<file path="src/rtl/magic_packet_driver_if.sv">
// Purpose: request/stimulus bundle between a free stimulus source and the
//          magic-packet driver.
// Signals:
//   push_req, pop_req, start_req, data_req : unconstrained requests (source -> driver)
//   push, pop, start, data_in              : legal FIFO stimulus (driver -> FIFO DUT)
// Modports:
//   master : the request source (testbench / formal environment)
//   slave  : the driver itself
interface magic_packet_driver_if #(
   parameter int WIDTH = 8
);
   logic             push_req;
   logic             pop_req;
   logic             start_req;
   logic [WIDTH-1:0] data_req;
   logic             push;
   logic             pop;
   logic             start;
   logic [WIDTH-1:0] data_in;

   modport master (
      output push_req, pop_req, start_req, data_req,
      input  push, pop, start, data_in
   );

   modport slave (
      input  push_req, pop_req, start_req, data_req,
      output push, pop, start, data_in
   );
endinterface

</file>
<file path="src/rtl/magic_packet_driver.sv">
// Purpose: turns free push/pop/start requests into legal stimulus for a
//          DEPTH-entry FIFO, follows the magic packet through the queue and
//          flags the cycle in which it must leave the FIFO.
// Ports:
//   clk, rst        : clock (rising edge), asynchronous active-high reset
//   bus (slave)     : requests in, legal push/pop/start/data_in out
//   cnt_o           : registered FIFO occupancy (0..DEPTH)
//   full_o, empty_o : occupancy flags
//   state_o         : 00 IDLE, 01 TRACK, 10 DONE
//   magic_data_o    : captured value of the magic packet
//   magic_popped_o  : magic packet is popped this cycle
//
// state | meaning
// IDLE  | no magic packet issued yet; start allowed with a legal push
// TRACK | magic packet inside FIFO; ahead_q counts entries still in front
// DONE  | magic packet has left; sticky until reset
module magic_packet_driver #(
   parameter int DEPTH  = 8,
   parameter int WIDTH  = 8,
   parameter int CNTWID = $clog2(DEPTH) + 1
) (
   input  logic                  clk,
   input  logic                  rst,
   magic_packet_driver_if.slave  bus,
   output logic [CNTWID-1:0]     cnt_o,
   output logic                  full_o,
   output logic                  empty_o,
   output logic [1:0]            state_o,
   output logic [WIDTH-1:0]      magic_data_o,
   output logic                  magic_popped_o
);

   typedef enum logic [1:0] {
      S_IDLE  = 2'b00,
      S_TRACK = 2'b01,
      S_DONE  = 2'b10
   } state_t;

   state_t            state_q;
   logic [CNTWID-1:0] cnt_q;
   logic [CNTWID-1:0] cnt_d;
   logic [CNTWID-1:0] ahead_q;
   logic [WIDTH-1:0]  magic_data_q;
   logic              full_w;
   logic              empty_w;
   logic              push_w;
   logic              pop_w;
   logic              start_w;
   logic              magic_popped_w;

   assign full_w  = (cnt_q == CNTWID'(DEPTH));
   assign empty_w = (cnt_q == '0);

   // Reset forces cnt to 0 (empty) but not full, so push needs its own gate
   // to stay low while rst is held.
   assign push_w  = bus.push_req & ~full_w & ~rst;
   assign pop_w   = bus.pop_req & ~empty_w;
   assign start_w = bus.start_req & push_w & (state_q == S_IDLE);

   // The magic entry cannot pop in its capture cycle: state is still IDLE then.
   assign magic_popped_w = (state_q == S_TRACK) & pop_w & (ahead_q == '0);

   assign cnt_d = cnt_q + CNTWID'(push_w) - CNTWID'(pop_w);

   always_ff @(posedge clk or posedge rst) begin
      if (rst) begin
         state_q      <= S_IDLE;
         cnt_q        <= '0;
         ahead_q      <= '0;
         magic_data_q <= '0;
      end else begin
         cnt_q <= cnt_d;
         case (state_q)
            S_IDLE: begin
               if (start_w) begin
                  state_q      <= S_TRACK;
                  magic_data_q <= bus.data_req;
                  // A pop in the capture cycle removes one entry ahead of the magic one.
                  ahead_q      <= cnt_q - CNTWID'(pop_w);
               end
            end
            S_TRACK: begin
               if (pop_w) begin
                  if (ahead_q == '0) begin
                     state_q <= S_DONE;
                  end else begin
                     ahead_q <= ahead_q - 1'b1;
                  end
               end
            end
            default: state_q <= S_DONE;
         endcase
      end
   end

   assign bus.push       = push_w;
   assign bus.pop        = pop_w;
   assign bus.start      = start_w;
   assign bus.data_in    = bus.data_req;
   assign cnt_o          = cnt_q;
   assign full_o         = full_w;
   assign empty_o        = empty_w;
   assign state_o        = state_q;
   assign magic_data_o   = magic_data_q;
   assign magic_popped_o = magic_popped_w;

endmodule

</file>
<file path="src/flat_wrapper.sv">
// flat-port wrapper written by rule: the top's interface ports become plain ports
module magic_packet_driver_flat 
#(
   parameter int DEPTH  = 8,
   parameter int WIDTH  = 8,
   parameter int CNTWID = $clog2(DEPTH) + 1
)
  (clk, rst, cnt_o, full_o, empty_o, state_o, magic_data_o, magic_popped_o, bus_push_req, bus_pop_req, bus_start_req, bus_data_req, bus_push, bus_pop, bus_start, bus_data_in);
  magic_packet_driver_if #(.WIDTH(WIDTH)) bus_i ();
  input  logic clk;
  input  logic rst;
  output logic [CNTWID-1:0] cnt_o;
  output logic full_o;
  output logic empty_o;
  output logic [1:0] state_o;
  output logic [WIDTH-1:0] magic_data_o;
  output logic magic_popped_o;
  input wire logic [$bits(bus_i.push_req)-1:0] bus_push_req;
  input wire logic [$bits(bus_i.pop_req)-1:0] bus_pop_req;
  input wire logic [$bits(bus_i.start_req)-1:0] bus_start_req;
  input wire logic [$bits(bus_i.data_req)-1:0] bus_data_req;
  output wire logic [$bits(bus_i.push)-1:0] bus_push;
  output wire logic [$bits(bus_i.pop)-1:0] bus_pop;
  output wire logic [$bits(bus_i.start)-1:0] bus_start;
  output wire logic [$bits(bus_i.data_in)-1:0] bus_data_in;
  assign bus_i.push_req = bus_push_req;
  assign bus_i.pop_req = bus_pop_req;
  assign bus_i.start_req = bus_start_req;
  assign bus_i.data_req = bus_data_req;
  assign bus_push = bus_i.push;
  assign bus_pop = bus_i.pop;
  assign bus_start = bus_i.start;
  assign bus_data_in = bus_i.data_in;
  magic_packet_driver #(.DEPTH(DEPTH), .WIDTH(WIDTH), .CNTWID(CNTWID)) u_core (.clk(clk), .rst(rst), .bus(bus_i), .cnt_o(cnt_o), .full_o(full_o), .empty_o(empty_o), .state_o(state_o), .magic_data_o(magic_data_o), .magic_popped_o(magic_popped_o));
endmodule
</file>
<file path="config.mk">
export PLATFORM = sky130hd
export DESIGN_NAME = magic_packet_driver_flat
export DESIGN_NICKNAME = d
export VERILOG_FILES = /design/src/rtl/magic_packet_driver_if.sv /design/src/rtl/magic_packet_driver.sv /design/src/flat_wrapper.sv
export SDC_FILE = /design/constraint.sdc
export NUM_CORES = 1
export LEC_CHECK = 0
export ABC_CLOCK_PERIOD_IN_PS = 3720
export CORE_ASPECT_RATIO = 1.25
export CORE_MARGIN = 5
export CORE_UTILIZATION = 47
export CTS_CLUSTER_DIAMETER = 40
export DETAILED_ROUTE_END_ITERATION = 8
export PLACE_DENSITY_LB_ADDON = 0.15
export REMOVE_ABC_BUFFERS = 1
export SETUP_SLACK_MARGIN = 0.2
export SLEW_MARGIN = 25
export SYNTH_ARGS = -nofsm -noshare
export SYNTH_HDL_FRONTEND = slang
export SYNTH_SLANG_ARGS = --single-unit
</file>
<file path="constraint.sdc">
create_clock -name clk -period 3.72 [get_ports clk]
set_input_delay 0.558 -clock clk [delete_from_list [all_inputs] [get_ports clk]]
set_output_delay 0.558 -clock clk [all_outputs]
set_load 0.03 [all_outputs]
</file>
* Word-level counts from Yosys, hierarchy flattened
Cells that the tools add are included.
Storage, ports and cells: register bits after elaboration 18, bits of input ports 13, output and inout bits 28, logic and storage cells 39
Cells by class: add/subtract/negate cells 4, eq/ne operators 6, mux-type cells 8, bitwise operators 10, reduce and logical (&&, ||, !) cells 7
Operators by type and width (number):
- $mux 4 | 3
- $logic_not 4->1 | 2
- $pmux 4 s2 | 1
- $sub 4x1->4 | 2
- $and 1x1->1 | 7
- $mux 2 | 3
- $ne 2x2->1 const B | 3
- $add 4x1->4 | 1
- $eq 4x4->1 const B | 1
- $pmux 2 s2 | 1
- $reduce_and 4->1 | 1
- $sub 4x1->4 const B | 1
- $not 1->1 | 3
- $reduce_and 3->1 | 1
- $eq 2x1->1 const B | 1
- $logic_not 2->1 | 1
- $ne 2x1->1 const B | 1
- $reduce_and 2->1 | 1
- $reduce_bool 2->1 | 1

* Logic depth before layout (Yosys ltp)
depth after elaboration 8, depth in mapped cells 11, mapped depth without buffers 11

* Worst setup path before layout
OpenSTA, ideal clock, no wires.
path kind register -> register, start point register u_core.cnt_q[2] (netlist: u_core.cnt_o[2]), end point register u_core.cnt_q[2] (netlist: u_core.cnt_o[2]), library setup time 0.123 ns, arrival 2.362 ns, required time 3.597 ns, path slack 1.236 ns, stages on the path, launching flop included 10, buffers on the path 0, clock period less this slack 2.484 ns, cells stage by stage dfrtp_1 > inv_1 > ha_1 > or3b_4 > and2_4 > ha_1 > inv_1 > ha_1 > fa_1 > xnor2_1
On the way: elaborated cells on any way between the ends 9, those cells by class add/sub: 2; eq/ne: 1; bitwise: 5; reduce/logical: 1
RTL lines:
- start: declaration | RTL line magic_packet_driver.sv:40 | logic [CNTWID-1:0] cnt_q;
- start signal: assignment | RTL line magic_packet_driver.sv:72 | cnt_q <= cnt_d;
- $logic_not 4->1 | RTL line magic_packet_driver.sv:52 | assign empty_w = (cnt_q == '0);
- $not 1->1 | RTL line magic_packet_driver.sv:57 | assign pop_w = bus.pop_req & ~empty_w;
- $and 1x1->1 | RTL line magic_packet_driver.sv:57
- via bus_pop | RTL line flat_wrapper.sv:23 | output wire logic [$bits(bus_i.pop)-1:0] bus_pop;
- $sub 4x1->4 | RTL line magic_packet_driver.sv:63 | assign cnt_d = cnt_q + CNTWID'(push_w) - CNTWID'(pop_w);
- via u_core.cnt_d[2] | RTL line magic_packet_driver.sv:41 | logic [CNTWID-1:0] cnt_d;
The timed path passes the listed nets, and every way through them passes these cells. A chain may end at the register's enable or synchronous reset.

* Worst setup path after layout
start point input port rst, end point output port bus_start
On the way: cells in the longest elaborated chain, start to end 4
RTL lines:
- start: declaration | RTL line flat_wrapper.sv:11 | input logic rst;
- $not 1->1 | RTL line magic_packet_driver.sv:56 | assign push_w = bus.push_req & ~full_w & ~rst;
- $and 1x1->1 | RTL line magic_packet_driver.sv:56
- $and 1x1->1 (2 in a row) | RTL line magic_packet_driver.sv:58 | assign start_w = bus.start_req & push_w & (state_q == S_IDLE);
- end: declaration | RTL line flat_wrapper.sv:24 | output wire logic [$bits(bus_i.start)-1:0] bus_start;
Every way passes these cells.

==> metrics.csv <==
stage,metric,value,unit
power_and_ir_drop,Switching Fraction,44.2,%
logic_synthesis,Ys Warns,0,
sta,fin. max-slew vios,0,
clock_tree,Root Buffer Master,clkbuf_4,
clock_tree,htree depth,1,
sta,final hold viol count,0,
power_and_ir_drop,power density over cell area,874,nW/um^2
sta,Sum Neg Setup Slack,0,ns
route,post-route ant nets,0,
setup_path,WP buf/inv,3,
placed_design,placed inst area,1480,sq um
route,drt pass-1 iters,3,
cells_and_area,fin area,1520,sq um
placed_design,DP Wirelength,1.97,mm
floorplan,Core Box Area,2210,sq um
route,DR vias/cell,4.92,
floorplan,die footprint,3380,sq um
run,Max Cap Viol,0,
power_and_ir_drop,VDD IR max,0.000511,V
logic_synthesis,cells after synthesis,97,
setup_path,Critical Path Source Type,input pin,
route,total routed wirelength,2.40,mm
route,post-route DRC violation count,0,
cells_and_area,P&R area growth vs syn,39.6,%
sta,Peak Freq,350,MHz
logic_synthesis,distinct cell type count after synthesis,25,
logic_synthesis,number of flops mapped to enable cells by yosys,0,
logic_synthesis,top-area cell type share of the netlist area,41.4,%
clock_tree,CTS tree,built,
setup_path,CP Cell Sequence,"clkdlybuf4s50_1, nand4bb_1, nor3_4, buf_4, clkdlybuf4s50_1",
logic_synthesis,"Seq/Total Area, Yosys",41.4,%
clock_tree,Setup Buffers After CTS,0,
logic_synthesis,Yosys reg bits,18,
cells_and_area,Antenna diodes,0,
global_routing,GRT Total Usage,16.5,%
min_path,Min-Delay Path Class,reg2reg,
sta,Worst Max-Slew Pin Slew,0.353,ns
logic_synthesis,"count leader, synth",dfrtp_1,
sta,Slew headroom,76.4,%
sta,crit share post-route,76.7,%
status,status,"finished, final reports clean",
floorplan,Die Ht,63.8,um
setup_path,critical path's most frequent cell,clkdlybuf4s50_1,
route,Routed WL per cell,14.4,um
logic_synthesis,dominant cell type by area after synthesis,dfrtp_1,
clock_tree,Post-CTS Resized,0,
floorplan,initial core utilization,49.2,%
setup_path,crit-path leading delay family,buffers and inverters,
clock_tree,CTS buffer count,3,
clock_tree,hold_buf cts,0,
sta,Post-Route Skew,0.00235,ns
route,Vias,817,
power_and_ir_drop,clock share of power,9.3,%
setup_path,CP Max Fanout,10,
floorplan,die width,53.0,um
cells_and_area,nets,160,
sta,minimum clock period,2.85,ns
logic_synthesis,Post-synth ARST share,100,%
global_routing,gr ovfl total,0,
setup_path,Worst Path Arrival,2.30,ns
logic_synthesis,Mean Syn Cell Area,11.2,sq um
cells_and_area,multi-input combinational cell area,532,sq um
cells_and_area,ratio of cells with drive above 1 in the final layout,16.3,%
clock_tree,clock sink count,18,
power_and_ir_drop,Flop pwr share,29.6,%
global_routing,first-pass GRT wire length,4.09,mm
setup_path,worst endpoint required time,3.16,ns
placed_design,PortBufs,40,
setup_path,CP max-delay cell,clkdlybuf4s50_1,
clock_tree,worst skew pair latency,0.30,ns
global_routing,vias in the first global route,979,
power_and_ir_drop,internal power,739,uW
setup_path,worst setup path class,in2out,
clock_tree,CTS Buffer Depth,2,
power_and_ir_drop,Comb power frac,61.1,%
logic_synthesis,mapped cell area,1090,sq um
floorplan,# rows,19,
global_routing,largest net degree at the start of global routing,20,
cells_and_area,register area,450,sq um
placed_design,Placer Congestion,0.690,
logic_synthesis,synth top area cells,"dfrtp_1 41%, ha_1 12%, mux2_2 9.3%, buf_4 5.5%, inv_1 4.1%",
cells_and_area,Filler cells,176,
power_and_ir_drop,P_leak,0.695,nW
floorplan,io pins,41,
clock_tree,Worst-path clk slew,0.10,ns
sta,RSZ-0062 raised after global routing,no,
setup_path,crit path capture type,output port,
logic_synthesis,top post-synthesis cells by count,"18 x dfrtp_1, 12 x inv_1, 10 x ha_1, 10 x nor2_1, 9 x mux2_2",
power_and_ir_drop,Net Sw Power,587,uW
logic_synthesis,ys flop type,dfrtp_1,
sta,final setup violation count,0,
route,Initial DRC Count,6,
setup_path,CP max stage delay,0.69,ns
global_routing,number of antenna violations at the first check in global routing,0,
routing by layer:
layer	up-vias	GRT usage [%]	wire (um)
met5	-	0	0
met4	0	6.71	45
met3	6	5.81	187
met2	31	31.7	1300
met1	383	15.0	866
li1	397	-	-
stage by stage:
| stage | total power [mW] | hold slack, ns | util (%) | setup slack, ns | cells |
|---|---|---|---|---|---|
| after global routing | 1.43 | 0.553 | 68.6 | 0.711 | 166 |
| after detailed placement | 1.22 | 0.495 | 67.0 | 0.869 | 162 |
| final | 1.33 | 0.517 | 68.6 | 0.867 | 166 |
| after global placement | 1.19 | 0.489 | 67.0 | 0.892 | 162 |
| after floorplan | 0.903 | 0.505 | - | 1.24 | 89 |
| after CTS | 1.35 | 0.521 | 68.6 | 0.853 | 166 |
state kept, by name, summed over array words and instances (netlist names):
name	count
u_core.ahead_q	4
u_core.cnt_o	4
u_core.magic_data_o	8
u_core.state_o	2
cell type report:
cell class              instances  share of cell area (%)
multi-input cells              59                    35.0
flip-flops and latches         18                    29.7
repair buffers                 42                    27.4
inverters                      12                    2.97
well taps                      31                    2.56
clock buffers                   4                    2.39
logic make-up (layout without fill, tap and decap cells):
logic type / after synthesis / count (layout) / synth area share [%]
AOI/OAI and AO/OA: 8 / 8 / 5.87
xor gates and xnor gates: 3 / 3 / 2.42
adders and majority gates: 11 / 11 / 13.3
buffers and inverters: 20 / 58 / 9.67
DFF: 18 / 18 / 41.4
muxes: 13 / 13 / 13.9
and+or+nand+nor: 24 / 24 / 13.3
power by group through the flow:
stage | sequential (mW) | clock (mW) | combinational (mW)
4_1_cts | 0.395 | 0.127 | 0.825
3_3_place_gp | 0.392 | 0 | 0.798
3_5_place_dp | 0.399 | 0 | 0.818
5_1_grt | 0.413 | 0.138 | 0.882
6_report | 0.392 | 0.124 | 0.810
2_1_floorplan | 0.533 | 0 | 0.370
worst register-to-register path: cells and delay by family (launching register included):
kind / cells / cell delay, ns
adders and majority gates: 4 / 1.01
and+or+nand+nor: 2 / 0.57
DFF: 1 / 0.42
buffers and inverters: 2 / 0.18
xor gates and xnor gates: 1 / 0.14
final timing paths:
kind / from / end / slack, ns / cells past startpoint
worst max-delay path: rst / bus_start / 0.87 / 5
worst min-delay path: u_core.magic_data_o[4]$_DFFE_PP0P_ / u_core.magic_data_o[4]$_DFFE_PP0P_ / 0.52 / 1
worst max register to register: u_core.cnt_o[2]$_DFF_PP0_ / u_core.cnt_o[2]$_DFF_PP0_ / 1.29 / 9
worst min register to register: u_core.magic_data_o[4]$_DFFE_PP0P_ / u_core.magic_data_o[4]$_DFFE_PP0P_ / 0.52 / 1
max in group asynchronous: rst / u_core.cnt_o[2]$_DFF_PP0_ / 2.92 / 3
min in group asynchronous: rst / u_core.cnt_o[1]$_DFF_PP0_ / 0.60 / 3
layout by cell type, fill, tap and decap left out, types with 2 or more instances in the layout:
master	synthesis	layout
dfrtp_1	18	18
nor2_1	10	10
a311oi_1	2	2
clkdlybuf4s50_1	0	40
buf_4	8	2
ha_1	10	10
inv_1	12	12
mux2_2	9	9
clkbuf_4	0	3
mux2i_1	2	2
mux2_4	2	2
nor3b_1	3	3
a21oi_1	3	3
xor2_1	2	2
nand3_1	4	4
(Power assumes the default switching activity.)
